===== src/rtl/discharge_param_scheduler.sv =====
// Parameter scheduler for the pulse generator: synchronises command strobes, holds pending
// updates and commits them atomically at period boundaries; also emits periodic feedback.
module discharge_param_scheduler #(
  parameter int unsigned SYNC_STAGES   = 2,
  parameter int unsigned STOP_TIMEOUT  = 1024,
  parameter int unsigned FB_DIV        = 16,
  parameter int unsigned FB_ACK_CYCLES = 8,
  parameter int unsigned TON_MIN       = 1
) (
  input  logic        clk,
  input  logic        rst,
  input  logic        machine_start_ack,
  input  logic        machine_stop_ack,
  input  logic [15:0] Ton_data_async,
  input  logic        change_Ton_ack,
  input  logic [15:0] Toff_data_async,
  input  logic        change_Toff_ack,
  input  logic [15:0] Ip_data_async,
  input  logic        change_Ip_ack,
  input  logic [15:0] waveform_data_async,
  input  logic        change_waveform_ack,
  input  logic        period_end,
  input  logic [31:0] feedback_in,
  output logic        machine_en,
  output logic [15:0] Ton,
  output logic [15:0] Toff,
  output logic [15:0] Ip,
  output logic [15:0] waveform,
  output logic        param_update,
  output logic [31:0] feedback_data_async,
  output logic        change_feedback_ack,
  output logic        busy
);

  localparam int unsigned TO_W  = (STOP_TIMEOUT > 1) ? $clog2(STOP_TIMEOUT) : 1;
  localparam int unsigned FB_W  = (FB_DIV > 1) ? $clog2(FB_DIV) : 1;
  localparam int unsigned ACK_W = $clog2(FB_ACK_CYCLES + 1);
  localparam logic [15:0]      MIN16   = 16'(TON_MIN);
  localparam logic [TO_W-1:0]  TO_LAST = TO_W'(STOP_TIMEOUT - 1);
  localparam logic [FB_W-1:0]  FB_LAST = FB_W'(FB_DIV - 1);
  localparam logic [ACK_W-1:0] ACK_INI = ACK_W'(FB_ACK_CYCLES - 1);

  typedef enum logic [1:0] {StStopped, StStarting, StRunning, StStopping} state_e;

  state_e           r_state, w_state_d;
  logic [5:0]       w_strb_async;
  logic [5:0]       r_sync [SYNC_STAGES];
  logic [5:0]       r_sync_prev, r_evt;
  logic             w_start, w_stop;
  logic [3:0]       w_cap, r_pend;
  logic [15:0]      w_data [4];
  logic [15:0]      r_sh [4];
  logic [15:0]      w_ton_cl, w_toff_cl;
  logic             w_commit_en, w_commit;
  logic [TO_W-1:0]  r_to_cnt;
  logic [FB_W-1:0]  r_fb_cnt;
  logic             w_wrap, r_fb_launch;
  logic [ACK_W-1:0] r_ack_cnt;

  assign w_strb_async = {change_waveform_ack, change_Ip_ack, change_Toff_ack, change_Ton_ack,
                         machine_stop_ack, machine_start_ack};

  // Registered rising-edge detect after the synchroniser chain
  always_ff @(posedge clk) begin
    if (rst) begin
      for (int i = 0; i < SYNC_STAGES; i++) r_sync[i] <= '0;
      r_sync_prev <= '0;
      r_evt       <= '0;
    end else begin
      r_sync[0] <= w_strb_async;
      for (int i = 1; i < SYNC_STAGES; i++) r_sync[i] <= r_sync[i-1];
      r_sync_prev <= r_sync[SYNC_STAGES-1];
      r_evt       <= r_sync[SYNC_STAGES-1] & ~r_sync_prev;
    end
  end

  assign w_start = r_evt[0] & ~r_evt[1];
  assign w_stop  = r_evt[1];
  assign w_cap   = r_evt[5:2];

  assign w_data[0] = Ton_data_async;
  assign w_data[1] = Toff_data_async;
  assign w_data[2] = Ip_data_async;
  assign w_data[3] = waveform_data_async;

  assign w_ton_cl  = (r_sh[0] < MIN16) ? MIN16 : r_sh[0];
  assign w_toff_cl = (r_sh[1] < MIN16) ? MIN16 : r_sh[1];

  always_comb begin
    w_state_d   = r_state;
    w_commit_en = 1'b0;
    unique case (r_state)
      StStopped: begin
        w_commit_en = 1'b1;
        if (w_start) w_state_d = StStarting;
      end
      StStarting: begin
        w_commit_en = 1'b1;
        w_state_d   = StRunning;
      end
      StRunning: begin
        w_commit_en = period_end;
        if (w_stop) w_state_d = StStopping;
      end
      StStopping: begin
        if (period_end || (r_to_cnt == TO_LAST)) begin
          w_commit_en = 1'b1;
          w_state_d   = StStopped;
        end
      end
      default: w_state_d = StStopped;
    endcase
  end

  assign w_commit   = w_commit_en & (|r_pend);
  assign machine_en = (r_state == StRunning) || (r_state == StStopping);
  assign busy       = (r_state == StStarting) || (r_state == StStopping);

  always_ff @(posedge clk) begin
    if (rst) begin
      r_state      <= StStopped;
      r_to_cnt     <= '0;
      r_pend       <= '0;
      for (int i = 0; i < 4; i++) r_sh[i] <= '0;
      Ton          <= 16'd80;
      Toff         <= 16'd20;
      Ip           <= 16'd30;
      waveform     <= 16'd0;
      param_update <= 1'b0;
    end else begin
      r_state      <= w_state_d;
      r_to_cnt     <= (r_state == StStopping) ? r_to_cnt + 1'b1 : '0;
      param_update <= w_commit;
      if (w_commit) begin
        if (r_pend[0]) Ton      <= w_ton_cl;
        if (r_pend[1]) Toff     <= w_toff_cl;
        if (r_pend[2]) Ip       <= r_sh[2];
        if (r_pend[3]) waveform <= r_sh[3];
      end
      // A capture on the commit cycle stays pending for the next commit
      for (int i = 0; i < 4; i++) begin
        if (w_cap[i]) begin
          r_sh[i]   <= w_data[i];
          r_pend[i] <= 1'b1;
        end else if (w_commit) begin
          r_pend[i] <= 1'b0;
        end
      end
    end
  end

  assign w_wrap = (r_state == StRunning) && period_end && (r_fb_cnt == FB_LAST);

  always_ff @(posedge clk) begin
    if (rst) begin
      r_fb_cnt            <= '0;
      r_fb_launch         <= 1'b0;
      r_ack_cnt           <= '0;
      feedback_data_async <= '0;
      change_feedback_ack <= 1'b0;
    end else begin
      if (r_state != StRunning) r_fb_cnt <= '0;
      else if (period_end)      r_fb_cnt <= w_wrap ? '0 : r_fb_cnt + 1'b1;
      // Snapshot frozen from launch until ack drops; wraps in that window are dropped
      if (w_wrap && !r_fb_launch && !change_feedback_ack) begin
        feedback_data_async <= feedback_in;
        r_fb_launch         <= 1'b1;
      end else begin
        r_fb_launch <= 1'b0;
      end
      if (r_fb_launch) begin
        change_feedback_ack <= 1'b1;
        r_ack_cnt           <= ACK_INI;
      end else if (change_feedback_ack) begin
        if (r_ack_cnt == '0) change_feedback_ack <= 1'b0;
        else                 r_ack_cnt <= r_ack_cnt - 1'b1;
      end
    end
  end

endmodule

===== config.mk =====
export PLATFORM = sky130hd
export DESIGN_NAME = discharge_param_scheduler
export DESIGN_NICKNAME = d
export VERILOG_FILES = /design/src/rtl/discharge_param_scheduler.sv
export SDC_FILE = /design/constraint.sdc
export NUM_CORES = 1
export LEC_CHECK = 0
export CORE_MARGIN = 2
export CORE_UTILIZATION = 44
export DETAILED_ROUTE_END_ITERATION = 7
export PLACE_DENSITY = 0.73
export SLEW_MARGIN = 10
export SYNTH_ARGS = -nofsm -noshare
export SYNTH_HDL_FRONTEND = slang
export SYNTH_SLANG_ARGS = --single-unit

===== constraint.sdc =====
create_clock -name clk -period 1.7 [get_ports clk]
set_input_delay 0.34 -clock clk [delete_from_list [all_inputs] [get_ports clk]]
set_output_delay 0.34 -clock clk [all_outputs]
set_load 0.01 [all_outputs]

Word-level counts from Yosys, hierarchy flattened
Memories as Yosys holds them, arrays and structs flattened. A register that Yosys moved wholly into a read port is not among the register bits.
Cells that the tools add are included.

storage, ports and cells
  input bits = 105
  flip-flop bits (word level) = 103
  word-level logic and storage cells = 117
  memories kept = 2
  bits in writable memories = 76

memory list
  memory  depth  width  rd ports  clocked after memory_dff  wr ports  line  source
  r_sh    4      16     4         2                         4         52    logic [15:0] r_sh [4];
  r_sync  2      6      2         0                         2         47    logic [5:0] r_sync [SYNC_STAGES];

operators by class
  $lt $le $gt $ge = 2
  add/subtract/negate cells = 3
  eq/ne operators = 10
  bitwise gates (word level) = 13
  muxes and demuxes = 42
  reduce and logical (&&, ||, !) cells = 28

operators by type and width
  operator                                                      count
  two-way mux 16 bit                                            6
  less-than comparator 16 x 1 -> 1 bit (second input constant)  2
  two-way mux 1 bit                                             25
  two-way mux 6 bit                                             2
  AND reduction 2 bit                                           6
  adder 10 x 1 -> 10 bit (second input constant)                1
  == test 10 bit (second input constant)                        1
  != test 2 bit (second input constant)                         5
  nonzero test 2 bit                                            5
  two-way mux 3 bit                                             3
  case mux 2 bit (4 select lines)                               1
  OR reduction 2 bit                                            4
  bitwise AND 6 bit                                             1
  two-way mux 2 bit                                             3
  NOT 6 bit                                                     1
  OR 1 bit                                                      6
  adder 4 x 1 -> 4 bit (second input constant)                  1
  == test 2 bit (second input constant)                         2
  == test 4 bit (second input constant)                         1
  logical AND 1 bit                                             4
  zero test 4 bit                                               1
  two-way mux 4 bit                                             1
  OR reduction 4 bit                                            1
  subtractor 4 x 1 -> 4 bit (second input constant)             1
  other kinds (8)                                               14

Depth between registers and ports, before layout
Gate-level depths: netlist (run 1).

  depth in word-level cells = 7
  depth in mapped cells = 8
  mapped depth without buffers = 6

Worst setup path before layout (run 1)
No wires, ideal clock.

  path kind = reg2reg
  start = register r_state[0]
  end = register Ip[10], read port of r_sh
  cell stages (with the launch flop) = 9
  slack = -58 ps
  clock period less this slack = 1758 ps
  arrival time = 1687 ps
  cell sequence = dfxtp_1 > inv_1 > ha_1 > or2_1 > and2b_4 > a21boi_2 > buf_6 > buf_12 > mux2i_1

on the way
  cells in the longest elaborated chain, start to end = 5
  elaborated cells on any way between the ends = 8
  classes of those cells = 3 x eq/ne; 1 x mux; 1 x bitwise; 3 x reduce/logical

ends and longest elaborated chain
  what                                                              line  source
  start: declaration                                                45    state_e r_state, w_state_d;
  start signal: assignment                                          121   r_state <= StStopped;
  start signal: assignment                                          131   r_state <= w_state_d;
  == test 2 x 1 -> 1 bit / zero test 2 bit (equally long branches)  92    unique case (r_state)
  OR reduction 2 bit (no line)                                      -
  case mux 1 bit (3 select lines) *                                 92
  bitwise AND 1 bit *                                               115   assign w_commit = w_commit_en & (|r_pend);
  AND reduction 2 bit (no line) *                                   -
  end: declaration                                                  27    output logic [15:0] Ip,

Mark *: on every way between the ends. The rest lies on a longest branch, timed or not.
A chain may end at the register's enable or synchronous reset.

Final worst setup path (run 1)
  start = register r_state[1]
  end = output machine_en

on the way
  cells in the longest elaborated chain, start to end = 2
  elaborated cells on any way between the ends = 3
  classes of those cells = 2 x eq/ne; 1 x reduce/logical

ends and longest elaborated chain
  what                line  source
  == test 2 bit       116   assign machine_en = (r_state == StRunning) || (r_state == StStopping);
  logical OR 1 bit *  116
  end: declaration    24    output logic machine_en,

Marked as above.

==> results of run 1 <==
repair_timing:
item,CTS,global route
setup endpoints to repair,193,102
buffers inserted,4,0
gates cloned,4,0
pin swaps,3,1
resized for setup,123,20
final timing paths:
kind,from,slack (ns),cells past startpoint,end
min,rst,0.26,3,r_sync[0][4]$_SDFF_PP0_
max,r_state[1]$_SDFFE_PP0P_,-0.12,4,machine_en
max reg2reg,r_state[1]$_SDFFE_PP0P_,-0.07,9,feedback_data_async[28]$_SDFFE_PP0P_
min reg2reg,r_sync_prev[4]$_SDFF_PP0_,0.38,1,r_evt[4]$_SDFF_PP0_
cell usage in the layout (no fill, tap or decap), types with 7 or more instances in the layout:
cell	n
a21oi_1	39
and2_1	64
buf_12	8
buf_4	20
clkbuf_16	26
clkdlybuf4s50_1	103
clkinv_2	7
dfxtp_1	145
dlygate4sd2_1	98
edfxtp_1	64
mux2i_1	62
nand2_1	172
nor2_1	30
nor2b_1	28
per-layer routing:
metal	global-route usage, %	vias to the layer above	part of all wire, %
met5	0	-	0.072
met4	4.52	2	1.8
met3	5.09	27	6.9
met2	31.2	161	47
met1	23.4	2620	45
li1	-	2948	-
metrics by stage:
stage | power, uW | hold slack (ns) | std cells | util [%] | setup TNS, ns
2_1_floorplan | 5850 | 0.367 | 751 | - | 0
3_3_place_gp | 6320 | 0.371 | 1170 | 58.0 | -18.43
3_5_place_dp | 6330 | 0.372 | 1170 | 58.0 | -21.42
4_1_cts | 11100 | 0.240 | 1219 | 62.5 | -4.38
5_1_grt | 11400 | 0.256 | 1219 | 62.9 | -7.55
6_report | 11000 | 0.265 | 1222 | 62.9 | -2.34
logic make-up (layout without fill, tap and decap cells):
logic type               after synthesis  count (layout)
XOR/XNOR                              11              11
buffers and inverters                 50             289
multiplexers                          64              64
adder cells (fa/ha/maj)                7               7
AND/OR/NAND/NOR                      344             344
AO/OA/AOI/OAI                         64              64
flip-flops                           211             211
other                                  0               3
state kept, by name, indices dropped and copies added (netlist names), 10 cells and up:
register             flops
r_to_cnt                10
Toff                    16
Ton                     16
feedback_data_async     32
r_sh                    64
r_sync                  12
Ip                      16
waveform                16
layout make-up:
type / instances / area [um^2] / area share (%)
clock buffer: 32 / 681 / 6.02
antenna: 3 / 7.51 / 0.0664
tap: 229 / 287 / 2.54
timing repair buffer: 240 / 2380 / 21.0
sequential: 211 / 4870 / 43.1
inverter: 8 / 31.3 / 0.277
multi-input combinational: 490 / 2990 / 26.5
clock inverter: 9 / 55.1 / 0.487
power by group through the flow:
stage / Clock [uW] / Combinational (uW) / Sequential, uW
after floorplan: 0 / 353 / 5490
after global placement: 0 / 820 / 5500
after detailed placement: 0 / 828 / 5500
after CTS: 4870 / 844 / 5400
after global routing: 5070 / 945 / 5420
final: 4730 / 856 / 5400
worst max-delay path, stage by stage, from the launching register on:
cell     delay [ns]
dfxtp_2        0.33
buf_6          0.11
ha_4           0.15
or2_4          0.27
buf_6          0.13
==> run metrics, run 1 <==
syn_nets 863; PortBufs a little over 200; Post-DP Area between 10000 and 15000 um^2; CTS Buf Count 23; Sequential Power Share about half; Worst-Margin Slew 0.954 ns; GP Congestion approximately 0.82; layout cell share with drive strength beyond 1 between 10% and 20%; Max-Cap Viols 0; synthesis-stage register bit count around 210; Worst Skew ~0.0099 ns; nets@finish 1086; Synth cell types 47; clock latency on the worst-skew pair 0.49 ns; GRT Residual Overflow 0; Rel. slew slack 36.3%; failing checks setup timing; post-synthesis simple-gate area fraction roughly a fifth; mapped cell area between 8000 and 9000 um^2; switching share of power between 20% and 30%; post-synthesis compound-gate area fraction under 10%; Final Cycle Share 107%; # rows around 50; Syn. warnings 0; die height between 100 and 150 um; Tmin final 1.82 ns; setup ws final -0.121 ns; critical path arrival about 1.5 ns; pre-CTS setup slack -0.199 ns; most numerous cell in the Yosys netlist nand2_1; initial antenna violation count 4; final hold viol count 0; largest net degree at the start of global routing just over 70; Required @ worst endpoint ~1.4 ns; internal power ~8600 uW; Synth top area share 36.5%; clock sinks 211; highest clock rate between 0.5 and 0.6 GHz; Synth Instances roughly 750; 1st-pass router iterations 4; global-route wire length before repair about 29 mm; Synth Area in Adders 1.09%; TritonCTS clock tree yes; largest area contributor in the netlist dfxtp_1; maximum vdd drop 0.00101 V; DRT iter0 DRCs just under 200; hold crit path type in -> reg; clk slew on worst S/H paths approximately 0.060 ns; CP max FO 3; Post-route DRC 0; endpoints failing setup between 60 and 70; synth top area cells dfxtp_1 36%, edfxtp_1 24%, nand2_1 8.3%; wire per inst 14.8 um; Mapped Avg Cell Area approximately 11 um^2; Post-synth EDFFs 64; Power Dens Cells about 970 nW/um^2; Leak about 0.0046 uW; number of global-route vias before repair between 5000 and 6000; DRT Wirelength 18.1 mm; Root Buffer clkbuf_16; Final Max Slew Viols 0; sequential share of the synthesized area 60.3%; IO Pins a little over 200; Design Area, Final 11300 um^2; Post-Synth XOR/XNOR Area under 10%; Die Wd roughly 140 um; Total GRT Usage between 10% and 20%; most common flop cell mapped by yosys dfxtp_1; CP Launch Type register; Clk pwr share 43.1%; Initial Util roughly 45%; DP HPWL approximately 12 mm; WS Path Type reg -> out; Commonest cells post-synth 178 x nand2_1, 147 x dfxtp_1, 64 x and2_1, 64 x edfxtp_1, 63 x mux2i_1; vias per cell ~4.7; core box area 18000 um^2; RSZ-0062 raised after global routing true; Comb pwr share slightly below 8%; Max clock buf depth 3; post-route ant nets 0; Sw Pwr about 2400 uW; cts hold-fix bufs 0; main combinational cell family by area after synthesis simple AND/OR/NAND/NOR gates; Worst Setup End Kind primary output; Synth async-reset ratio 0%; DR vias roughly 5800; Die ar. ~19000 um^2; status finished, violations left; H-tree Lvls 1; synth-to-layout area growth 40.1%; proportion of synthesized area in mux cells 7.96%; Fillers 1515
No activity file was read; power rests on OpenSTA's default activity.
==> inputs of run 2 (changes only) <==
Settings changed: CORE_ASPECT_RATIO from default to 0.8.
==> run metrics, run 2 (same netlist as run 1, synthesis figures left out) <==
Final Max Slew Viols 0; cts hold-fix bufs 0; Leak around 0.0046 uW; Fillers ~1500; TritonCTS clock tree yes; 1st-pass router iterations 4; internal power 8970 uW; DRT Wirelength around 17 mm; DR vias roughly 5800; global-route wire length before repair 28.1 mm; WS Path Type reg -> out; Clk pwr share a little over two fifths; CP Cell Sequence inv_2, ha_4, or2_4, buf_6; Worst Setup End Kind primary output; critical path arrival ~1.4 ns; Post-DP Area approximately 10000 um^2; slowest CP cell dfxtp_4; number of global-route vias before repair about 5600; Root Buffer clkbuf_16; commonest non-fill, non-tap cell in the layout nand2_1; layout cell share with drive strength beyond 1 10.4%; hold crit path type reg -> reg; endpoints failing setup 4; GP Congestion between 0.7 and 0.8; GRT Residual Overflow 0; DP Cell Count roughly 1200; PortBufs approximately 200; IO Pins 205; CP max FO 4; Sequential Power Share a little under half; Initial Util about 45%; maximum vdd drop ~0.00069 V; highest clock rate about 0.56 GHz; Post-route DRC 0; synth-to-layout area growth 38.9%; Power Dens Cells approximately 1000 nW/um^2; vias per cell between 4 and 5; max reg flops 64; Tmin final about 1.8 ns; nets@finish between 1000 and 1500; Layout Utilization 62.0%; Final Cycle Share 105%; Comb pwr share between 8 and 9%; Max-Cap Viols 0; pre-CTS setup slack -0.235 ns; CP Buf/Inv Count 2; CTS Buf Count 22; H-tree Lvls 1; biggest regs r_sh (64), feedback_data_async (32); Die Wd between 150 and 200 um; Die ar. between 15000 and 20000 um^2; status finished, violations left; Worst Skew between 0.02 and 0.025 ns; Worst-Margin Slew roughly 0.89 ns; setup ws final -0.0789 ns; most frequent cells in the layout 178 x nand2_1, 144 x dfxtp_1, 103 x clkdlybuf4s50_1; clock sinks around 210; final hold viol count 0; # rows 44; Required @ worst endpoint 1.36 ns; ANT cells 0; Total GRT Usage between 10% and 20%; DRT iter0 DRCs about 290; Top reg by flops r_sh; Max clock buf depth 3; switching share of power 20.7%; clk slew on worst S/H paths about 0.060 ns; Design Area, Final 11200 um^2; Power Total about 11000 uW; initial antenna violation count 0; RSZ-0062 raised after global routing true; post-route insts no fill around 1200; die height ~130 um; DP HPWL between 10 and 15 mm; Sw Pwr 2340 uW; failing checks setup timing; CP delay by family, top flip-flops; core box area around 18000 um^2; CP Launch Type register; clock latency on the worst-skew pair 0.50 ns; critical path's largest stage delay 0.37 ns; largest net degree at the start of global routing 83; wire per inst about 14 um; post-route ant nets 0; Rel. slew slack 40.7%
==> run 2: routing by layer <==
layer / track usage (%) / share of wire (%) / wire length (um)
met1: 23.9 / 46 / 8030
met2: 28.5 / 46 / 7930
met4: 3.51 / 1.7 / 295
met5: 0 / 0 / 0
met3: 4.61 / 6.5 / 1130
==> run 2: power groups by stage <==
| stage | Combinational [uW] | Sequential (uW) | Clock (uW) |
|---|---|---|---|
| 3_5_place_dp | 828 | 5500 | 0 |
| 3_3_place_gp | 819 | 5500 | 0 |
| 4_1_cts | 930 | 5400 | 5060 |
| 5_1_grt | 1010 | 5430 | 5310 |
| 2_1_floorplan | 353 | 5490 | 0 |
| 6_report | 933 | 5410 | 4960 |
==> run 2: metrics by stage <==
step                      TNS [ns]  hold slack, ns
after floorplan                  0           0.367
after global placement      -16.05           0.371
after detailed placement    -20.92           0.374
after CTS                   -0.643           0.352
after global routing         -3.91           0.380
final                       -0.184           0.363
==> run 2: path summary, 6_finish.rpt <==
| kind | startpoint | end | slack, ns | cells after the start |
|---|---|---|---|---|
| setup / recovery | r_state[0]$_SDFFE_PP0P_ | machine_en | -0.08 | 4 |
| hold reg to reg | r_sync_prev[5]$_SDFF_PP0_ | r_evt[5]$_SDFF_PP0_ | 0.36 | 1 |
| setup reg to reg | r_state[0]$_SDFFE_PP0P_ | Ip[11]$_SDFFE_PP0P_ | -0.03 | 7 |
| hold / removal | r_sync_prev[5]$_SDFF_PP0_ | r_evt[5]$_SDFF_PP0_ | 0.36 | 1 |
==> run 2: layout make-up <==
class	instances	area, um^2	share of cell area, %
multi-input combinational	490	2960	26.4
timing repair buffer	237	2280	20.4
tap	230	288	2.57
sequential	211	4870	43.5
inverter	8	31.3	0.279
clock inverter	5	75.1	0.670
clock buffer	35	691	6.17
==> run 2: repair_timing <==
action / 4_1_cts / 5_1_grt
cloned: 1 / 0
setup endpoints to repair: 163 / 120
gates resized for setup: 122 / 12
pin swaps: 3 / 5
setup buffers: 5 / 0
